==> config.mk <==
export PLATFORM = sky130hd
export DESIGN_NAME = instr_loader
export DESIGN_NICKNAME = d
export VERILOG_FILES = /design/src/rtl/instr_loader.sv
export SDC_FILE = /design/constraint.sdc
export NUM_CORES = 1
export LEC_CHECK = 0
export ABC_AREA = 1
export CORE_UTILIZATION = 49
export CTS_BUF_LIST = sky130_fd_sc_hd__clkbuf_16
export DETAILED_ROUTE_END_ITERATION = 10
export PLACE_DENSITY = 0.78
export SETUP_SLACK_MARGIN = 0.5
export SLEW_MARGIN = 15
export SYNTH_ARGS = -nofsm -noshare
export SYNTH_HDL_FRONTEND = slang
export SYNTH_SLANG_ARGS = --single-unit
==> constraint.sdc <==
create_clock -name clk -period 5.5 [get_ports clk]
set_clock_uncertainty 0.1 [all_clocks]
set_input_delay 1.65 -clock clk [delete_from_list [all_inputs] [get_ports clk]]
set_output_delay 1.65 -clock clk [all_outputs]
set_load 0.1 [all_outputs]
==> src/rtl/instr_loader.sv <==
`default_nettype none
// ============================================================================
// instr_loader : packs a little-endian byte stream into 32-bit instruction
//                words and writes them to instruction memory from address 0.
// Revision     : 1.0
// ============================================================================
module instr_loader #(
  parameter int ADDR_WIDTH = 10,
  parameter int DATA_WIDTH = 32   // only 32 is supported
) (
  input  logic                  clk,
  input  logic                  rst,
  input  logic                  start,
  input  logic                  byte_valid,
  input  logic [7:0]            byte_data,
  input  logic                  byte_last,
  output logic                  byte_ready,
  output logic                  mem_we,
  output logic [ADDR_WIDTH-1:0] mem_addr,
  output logic [DATA_WIDTH-1:0] mem_wdata,
  output logic                  busy,
  output logic                  done,
  output logic [ADDR_WIDTH:0]   word_count,
  output logic                  err_opcode,
  output logic                  err_overflow
);

  typedef enum logic [1:0] {
    ST_IDLE = 2'd0,
    ST_LOAD = 2'd1,
    ST_DONE = 2'd2
  } state_t;

  state_t                r_state;
  state_t                w_next;

  logic [ADDR_WIDTH-1:0] r_ptr;
  logic [1:0]            r_byte_cnt;
  logic [DATA_WIDTH-1:0] r_shift;
  logic [ADDR_WIDTH:0]   r_word_count;
  logic                  r_mem_we;
  logic [ADDR_WIDTH-1:0] r_mem_addr;
  logic [DATA_WIDTH-1:0] r_mem_wdata;
  logic                  r_err_opcode;
  logic                  r_err_overflow;

  logic                  w_in_load;
  logic                  w_start;
  logic                  w_accept;
  logic                  w_full;
  logic                  w_store;
  logic                  w_complete;
  logic                  w_opcode_ok;
  logic [DATA_WIDTH-1:0] w_word;

  assign w_in_load = (r_state == ST_LOAD);
  assign w_start   = start && !w_in_load;
  assign w_accept  = byte_valid && w_in_load;
  // Memory is full exactly when the count reaches 2^ADDR_WIDTH (MSB set).
  assign w_full    = r_word_count[ADDR_WIDTH];
  assign w_store   = w_accept && !w_full;

  // Shift register is cleared after each word, so unreceived bytes read as zero.
  assign w_word = r_shift |
                  ({{(DATA_WIDTH-8){1'b0}}, byte_data} << {r_byte_cnt, 3'b000});

  assign w_complete = w_store && ((r_byte_cnt == 2'd3) || byte_last);

  always_comb begin
    w_opcode_ok = 1'b0;
    case (w_word[6:0])
      7'b0110011, 7'b0010011, 7'b0000011,
      7'b0100011, 7'b1100011, 7'b1101111,
      7'b1100111, 7'b0110111, 7'b0010111: w_opcode_ok = 1'b1;
      default:                            w_opcode_ok = 1'b0;
    endcase
  end

  always_ff @(posedge clk or posedge rst) begin
    if (rst) begin
      r_state <= ST_IDLE;
    end else begin
      r_state <= w_next;
    end
  end

  always_comb begin
    w_next = r_state;
    case (r_state)
      ST_IDLE: if (start) w_next = ST_LOAD;
      ST_LOAD: if (w_accept && byte_last) w_next = ST_DONE;
      ST_DONE: if (start) w_next = ST_LOAD;
      default: w_next = ST_IDLE;
    endcase
  end

  always_ff @(posedge clk or posedge rst) begin
    if (rst) begin
      r_ptr          <= '0;
      r_byte_cnt     <= 2'd0;
      r_shift        <= '0;
      r_word_count   <= '0;
      r_mem_we       <= 1'b0;
      r_mem_addr     <= '0;
      r_mem_wdata    <= '0;
      r_err_opcode   <= 1'b0;
      r_err_overflow <= 1'b0;
    end else begin
      r_mem_we <= 1'b0;
      if (w_start) begin
        r_ptr          <= '0;
        r_byte_cnt     <= 2'd0;
        r_shift        <= '0;
        r_word_count   <= '0;
        r_err_opcode   <= 1'b0;
        r_err_overflow <= 1'b0;
      end else if (w_complete) begin
        r_mem_we     <= 1'b1;
        r_mem_addr   <= r_ptr;
        r_mem_wdata  <= w_word;
        r_ptr        <= r_ptr + 1'b1;
        r_word_count <= r_word_count + 1'b1;
        r_shift      <= '0;
        r_byte_cnt   <= 2'd0;
        if (!w_opcode_ok) begin
          r_err_opcode <= 1'b1;
        end
      end else if (w_store) begin
        r_shift    <= w_word;
        r_byte_cnt <= r_byte_cnt + 2'd1;
      end else if (w_accept) begin
        // Memory full: byte dropped, stream keeps draining toward byte_last.
        r_err_overflow <= 1'b1;
      end
    end
  end

  assign byte_ready   = w_in_load;
  assign busy         = w_in_load;
  assign done         = (r_state == ST_DONE);
  assign mem_we       = r_mem_we;
  assign mem_addr     = r_mem_addr;
  assign mem_wdata    = r_mem_wdata;
  assign word_count   = r_word_count;
  assign err_opcode   = r_err_opcode;
  assign err_overflow = r_err_overflow;

endmodule
`default_nettype wire
== After elaboration in Yosys (flattened, before gate mapping) ==
Cells that the tools add are included.
Word-level totals
  register bits: 102
  input bits: 13
  output and inout port bits: 59
Cells by class
  add/sub/neg operators: 3
  eq/ne operators: 17
  shifts and indexed selects: 1
  multiplexer cells: 23
  bitwise gates (word level): 2
  reduce and logical (&&, ||, !) cells: 18
Operators by type and width (number)
  two-way mux 32 bit: 3
  bitwise OR 32 bit: 1
  << shifter 8 x 5 -> 32 bit: 1
  two-way mux 11 bit: 2
  equality test 7 x 6 -> 1 bit (second input constant): 3
  equality test 7 bit (second input constant): 3
  two-way mux 10 bit: 2
  equality test 7 x 5 -> 1 bit (second input constant): 2
  adder 11 x 1 -> 11 bit (second input constant): 1
  adder 10 x 1 -> 10 bit (second input constant): 1
  two-way mux 1 bit: 10
  two-way mux 2 bit: 5
  OR reduction 9 bit: 1
  equality test 7 x 2 -> 1 bit (second input constant): 1
  != test 2 bit (second input constant): 3
  AND reduction 2 bit: 3
  logical AND 1 bit: 5
  equality test 2 bit (second input constant): 2
  != test 2 x 1 -> 1 bit (second input constant): 2
  one-hot mux 2 bit (2 select lines): 1
  nonzero test 2 bit: 2
  AND reduction 3 bit: 1
  nonzero test 3 bit: 1
  adder 2 x 1 -> 2 bit (second input constant): 1
  other kinds (6): 7

== Logic depth before layout (Yosys ltp) ==
Gate-level depths: netlist (run 1).
  depth after elaboration: 8
  mapped depth: 11

== Worst setup path before layout (run 1) ==
No wires, ideal clock.
  kind: register to output
  start: register r_state[0]
  end: output done
  data arrival time: 1.680 ns
  data required time: 3.750 ns
  path slack: 2.070 ns
  cell stages (with the launch flop): 2
  path buffers: 0
  cell sequence: dfrtp_1 > nor2_1
On the way
  word-level cells in the longest chain between the ends: 1
RTL lines
  start: declaration: line 34  | state_t r_state;
  start signal: assignment: line 83  | r_state <= w_next;
  equality test 2 bit: line 140  | assign done = (r_state == ST_DONE);
  end: declaration: line 22  | output logic done,
Every way passes these cells.

== Worst setup path after layout (run 1) ==
  start: input byte_valid
  end: register r_word_count[1] (netlist: word_count[1])
On the way
  word-level cells in the longest chain between the ends: 4
RTL lines
  start: declaration: line 14  | input logic byte_valid,
  logical AND 1 bit: line 58  | assign w_accept = byte_valid && w_in_load;
  logical AND 1 bit: line 61  | assign w_store = w_accept && !w_full;
  logical AND 1 bit: line 67  | assign w_complete = w_store && ((r_byte_cnt == 2'd3) || byte_last);
  nonzero test 2 bit (no source line)
  end signal: assignment: line 122  | r_word_count <= r_word_count + 1'b1;
  end: declaration: line 40  | logic [ADDR_WIDTH:0] r_word_count;
Every way passes these cells.
A chain may end at the register's enable or synchronous reset.

==> results by group, run 1 <==
Run status
  – Status: completed

Global routing
  – Number of global-route vias before repair: 3691
  – First-pass GRT wire length: 17.9 mm
  – Initial antenna violation count: 0
  – Tot GR Track Use: 23.4%
  – Overflow after GRT: 0
  – Largest net degree at the start of global routing: 82

STA
  – Worst Max-Slew Pin Slew: 1020 ps
  – Final TNS setup: 0 ps
  – Worst slew margin: 31.9%
  – Fin crit share: 72.3%
  – Fmax: 252 MHz
  – Hold Vio Cnt, Final: 0
  – Final setup vio count: 0
  – Tmin final: 3970 ps
  – RSZ-0062 raised after global routing: false
  – Max-slew violation count: 0
  – Setup WS post-layout: 1530 ps

Floorplan
  – Core ar.: 8890 sq um
  – Die ar.: 9710 sq um
  – FP Rows: 34
  – Die width: 98.6 um
  – Die height: 98.6 um
  – Total I/O pin count: 72
  – Initial Util: 51.4%

Route
  – Drt first pass iters: 5
  – Drt wl/cell: 15.2 um
  – Drt drc: 0
  – Vias per Instance: 5.46
  – Routed Antenna Nets: 0
  – Initial DRC Count: 246
  – DR vias: 3763
  – Drt total wl: 10.5 mm

Power and ir drop
  – Clock power frac: 20.5%
  – Pleak: 2.51 nW
  – Power per cell area: 559 nW/um^2
  – P_int: 1.55 mW
  – Sequential share of power: 32.5%
  – Max IR drop VDD: 0.299 mV
  – Comb pwr share: 47.0%
  – Sw frac: 50.1%
  – NetSw: 1.56 mW

Worst setup path
  – Critical path launch point type: input port
  – Req. time, crit path: 5640 ps
  – Critical path class: in2reg
  – Cell repeated most along the worst path: nor2_4
  – Worst Setup End Kind: register
  – Critical Path AT: 4120 ps
  – Slowest CP cell: inv_2
  – Worst-path fanout max: 54
  – Crit path cell chain: clkdlybuf4s50_1 -> inv_1 -> nor2_4 -> nand2_4 -> nor2_4 -> buf_4 -> inv_2 -> nand2_2 -> o21ai_0
  – Largest stage delay, worst path: 640 ps

Placed design
  – Routability cong.: 0.834
  – Placed insts: 673
  – Detailed placement HPWL: 7.14 mm
  – Worst slack, placed: 1120 ps
  – PortBufs: 71

Clocking
  – H-tree levels: 3
  – CTS root buf: clkbuf_16
  – Hold Buf Count CTS: 0
  – CTS Sinks: 102
  – Clock Path Buffers: 2
  – Cts bufs inserted: 9
  – Clock Latency Late Sink: 340 ps
  – Setup Buffers After CTS: 0
  – Post-CTS Resized: 0
  – CTS tree: done
  – Clock transition at path regs: 70 ps

Finish
  – # nets final: 592
  – Layout cell share with drive strength beyond 1: 7.40%
  – Layout area overhead: 22.0%
  – Post-Layout Cell Count: 689
  – Fillers: 741
  – Diodes inserted: 0

Logic synthesis
  – Cell count after synthesis: 514
  – Syn_nets: 530
  – Primary FF master, synth: dfrtp_1
  – Netlist Area Pre-Place: 4570 sq um
  – Seq/Total Area, Yosys: 55.9%
  – Synth area leaders: dfrtp_1 56%, nand2_1 10%, o21ai_0 5.1%
  – Seq cells post-synth: 102
  – Synth unique cells: 32
  – EDFF count, synth: 0
  – Synth area leader: dfrtp_1
  – Commonest cells post-synth: 124 x nand2_1, 102 x dfrtp_1, 53 x inv_1
  – Synth warn: 0
  – Syn Area/Cell: 8.89 sq um
  – Asr flop ratio synth: 100%
  – Most frequent cell after synthesis: nand2_1
  – Synth top area share: 55.9%

Worst hold path
  – Worst min path class: reg2reg

Run
  – Max_cap viols: 0
-- cell type report --
class | count | area, sq um | area share (%)
clock inverters | 7 | 75.1 | 1.35
flip-flops and latches | 102 | 2550 | 45.8
inverters | 58 | 220 | 3.95
multi-input cells | 331 | 1630 | 29.3
clock buffers | 9 | 225 | 4.04
repair buffers | 74 | 733 | 13.2
well taps | 108 | 135 | 2.42
-- power by group through the flow --
stage / logic [mW] / clock network (mW) / registers [mW]
global placement: 1.44 / 0 / 1.02
finish: 1.46 / 0.638 / 1.01
detailed placement: 1.46 / 0 / 1.02
global route: 1.55 / 0.676 / 1.03
CTS: 1.47 / 0.648 / 1.01
floorplan: 0.524 / 0 / 1.64
-- worst paths after layout --
kind | depth (start not counted) | to | from | slack, ps
max in group asynchronous | 3 | word_count[7] | rst | 2670
hold reg to reg | 2 | mem_wdata[25] | mem_wdata[25] | 380
setup reg to reg | 7 | word_count[1] | r_byte_cnt[0] | 2310
hold / removal | 2 | mem_wdata[25] | mem_wdata[25] | 380
setup / recovery | 9 | word_count[1] | byte_valid | 1530
min in group asynchronous | 2 | r_shift[6] | rst | 1770
-- cell families (layout without fill, tap and decap cells) --
| family | after synthesis | after routing | share of synthesized area [%] |
|---|---|---|---|
| flops | 102 | 102 | 55.9 |
| compound gates | 112 | 112 | 14.0 |
| fa+ha+maj | 3 | 3 | 0.822 |
| xor+xnor | 3 | 3 | 0.575 |
| simple gates | 213 | 213 | 20.3 |
| buf+inv | 81 | 148 | 8.41 |
-- through the flow --
step	utilization [%]	power [mW]	hold slack, ps	instance area (sq um)
floorplan	-	2.17	380	4570
global placement	59.3	2.46	355	5270
detailed placement	59.3	2.49	363	5270
CTS	62.7	3.13	381	5570
global route	62.7	3.26	414	5570
finish	62.7	3.11	377	5570
-- critical path: cells and delay by family --
family	cells	cell delay (ps)
buffers and inverters	4	1390
and+or+nand+nor	4	720
AOI/OAI and AO/OA	1	340
-- state kept, by name, summed over array words and instances, names as in the netlist --
signal,flops
err_overflow,1
mem_wdata,32
err_opcode,1
r_ptr,10
r_shift,32
r_state,2
word_count,11
r_byte_cnt,2
mem_we,1
mem_addr,10
-- routing by layer --
metal	track usage, %	wire, um
met2	37.8	5090
met1	31.9	4630
met4	6.89	170
met5	0	0
met3	5.11	576
-- layout by cell type, fill, tap and decap left out, types with 2 or more instances in the layout --
master,netlist,layout
nand2_1,124,124
dfrtp_1,102,102
clkdlybuf4s50_1,0,71
inv_1,53,53
o21ai_0,47,47
nor2_1,41,41
o21ai_1,22,22
nand3_1,18,18
o22ai_1,10,10
nand4_1,9,9
nor3_1,9,9
a31oi_1,9,9
clkbuf_16,0,9
a21oi_1,7,7
a31o_2,7,7
o21bai_1,6,6
nand2_2,4,4
inv_2,4,4
nor2_4,3,3
ha_1,3,3
buf_4,5,3
nor3_2,2,2
xor2_1,2,2
a211oi_1,2,2
clkinvlp_4,0,2
clkinv_4,0,2
No activity file was read; power rests on OpenSTA's default activity.
==> run 2, diff against run 1 <==
Settings changed: CORE_UTILIZATION 49 to 48, PLACE_DENSITY 0.78 to 0.79.
Clock period 5.5 ns to 3.5 ns, I/O delays scaled along.
==> run 2 against run 1 <==
Critical path depth unchanged. Clock power increased by 52%. Worst setup slack got worse by 560 ps. Critical endpoint is now r_shift[2].
==> results by group, run 2 (synthesis results as in run 1) <==
Run status
  – Status: completed

Power and ir drop
  – Power per cell area: 877 nW/um^2
  – Max IR drop VDD: 0.544 mV
  – Pleak: 2.63 nW

Finish
  – Diodes inserted: 0
  – Commonest non-fill, non-tap cell in the layout: nand2_1
  – Layout cell share with drive strength beyond 1: 18.0%
  – Final Util: 59.3%
  – Layout area overhead: 19.9%
  – # nets final: 595
  – Post-Layout Cell Count: 713
  – Most frequent cells in the layout: 124 x nand2_1, 102 x dfrtp_1, 64 x buf_4

Worst setup path
  – Slowest CP cell: clkdlybuf4s50_1
  – Crit path cell chain: clkdlybuf4s50_1 -> inv_1 -> nor2_4 -> nand2_4 -> nor2_4 -> buf_4 -> nor2_8 -> nand2_2 -> o22ai_1
  – Critical Path AT: 2640 ps
  – R2R Setup Slk: 1320 ps
  – Crit path max-delay family: buffers and inverters
  – R2R Path End: err_opcode
  – Req. time, crit path: 3610 ps
  – Crit path buf inv count: 3
  – Worst-path fanout max: 28
  – Reg2Reg Launch Point: r_byte_cnt[1]
  – Largest stage delay, worst path: 460 ps
  – Number of stages on the worst setup path: 9
  – Cells on worst reg2reg path: 9
  – Cell repeated most along the worst path: nor2_4
  – Critical path class: in2reg
  – Worst Setup End Kind: register
  – Critical path launch point type: input port

Clocking
  – Post-CTS Resized: 0
  – CTS Sinks: 102
  – Hold Buf Count CTS: 0
  – H-tree levels: 3
  – Clock Latency Late Sink: 340 ps
  – CTS root buf: clkbuf_16
  – Setup Buffers After CTS: 0
  – CTS tree: done
  – Cts bufs inserted: 9
  – Clock Path Buffers: 2
  – Clock transition at path regs: 70 ps

STA
  – Worst Max-Slew Pin Slew: 605 ps
  – Setup WS post-layout: 967 ps
  – Tmin final: 2530 ps
  – Fin crit share: 72.4%
  – Final setup vio count: 0
  – Max-slew violation count: 0
  – Final TNS setup: 0 ps
  – Hold Vio Cnt, Final: 0
  – Fmax: 395 MHz
  – RSZ-0062 raised after global routing: false
  – Worst slew margin: 59.6%

Global routing
  – Overflow after GRT: 0
  – Number of global-route vias before repair: 3663
  – First-pass GRT wire length: 17.1 mm
  – Tot GR Track Use: 22.0%
  – Largest net degree at the start of global routing: 103
  – Initial antenna violation count: 0

Worst hold path
  – Hold wc startpoint: mem_wdata[16]
  – Hold Path Sink: mem_wdata[16]
  – Worst min path class: reg2reg
  – Hold Path Cell Cnt: 2

Floorplan
  – Total I/O pin count: 72
  – Initial Util: 49.4%
  – Die height: 99.6 um
  – Core ar.: 9240 sq um
  – Die width: 99.6 um
  – Die ar.: 9910 sq um
  – FP Rows: 35

Placed design
  – Routability cong.: 0.838
  – Worst slack, placed: 625 ps
  – Placed insts: 697
  – PortBufs: 71
  – Detailed placement HPWL: 6.87 mm

Route
  – Drt total wl: 9.97 mm
  – Drt drc: 0
  – Drt first pass iters: 4
  – Drt wl/cell: 14.0 um
  – DR vias: 3770
  – Routed Antenna Nets: 0
  – Initial DRC Count: 270
  – Vias per Instance: 5.29

Run
  – Max_cap viols: 0
-- run 2: cell count changes in the layout (fill, tap and decap cells not counted) --
cell / change
clkinv_1: +1
inv_4: -1
buf_4: +61
buf_12: +1
inv_6: -1
clkinv_2: +3
inv_1: -1
clkdlybuf4s50_1: -59
clkinv_4: -1
-- run 2: per-layer routing --
metal  track usage [%]  part of all wire (%)  vias up
met2              35.1                    48      132
met4              8.48                   2.0        0
met5                 0                     0        -
li1                  -                     -     1820
met1              30.0                    45     1795
met3              3.79                   4.8       23
-- run 2: cell type report --
type                       instances  area (sq um)
tap                              129           161
fill                             812          3760
timing repair buffer              77           621
multi-input combinational        331          1630
inverter                          58           221
clock inverter                     7          65.1
sequential                       102          2550
clock buffer                       9           225
-- run 2: how the worst max path moves through the flow --
stage                     slack (ps)  startpoint             to
after CTS                        970  byte_valid    r_shift[28]
after floorplan                  670  r_state[0]           done
final                            970  byte_valid     r_shift[2]
after detailed placement         630  byte_valid     r_shift[1]
after global routing             840       start  word_count[8]
after global placement           680  byte_valid  r_byte_cnt[0]
-- run 2: metrics by stage --
| stage | instance area (sq um) | power (mW) | hold slack, ps |
|---|---|---|---|
| floorplan | 4570 | 3.40 | 380 |
| finish | 5480 | 4.80 | 375 |
| global route | 5480 | 5.04 | 400 |
| global placement | 5190 | 3.82 | 366 |
| CTS | 5480 | 4.83 | 385 |
| detailed placement | 5190 | 3.86 | 365 |
-- run 2: report_power, final --
group	internal (mW)	leakage (nW)	switching, mW	total [mW]
combinational	0.447	1.09	1.82	2.27
sequential	1.40	1.40	0.174	1.57
clock	0.549	0.143	0.419	0.968
total	2.39	2.63	2.41	4.80
-- run 2: worst register-to-register path: stages, from the launching register on --
cell	delay, ps
dfrtp_1	730
inv_1	460
nand3_1	190
nand2_1	60
inv_1	130
nand2_1	90
a21oi_1	130
nand2_1	80
nand2_1	60
nand2_1	40
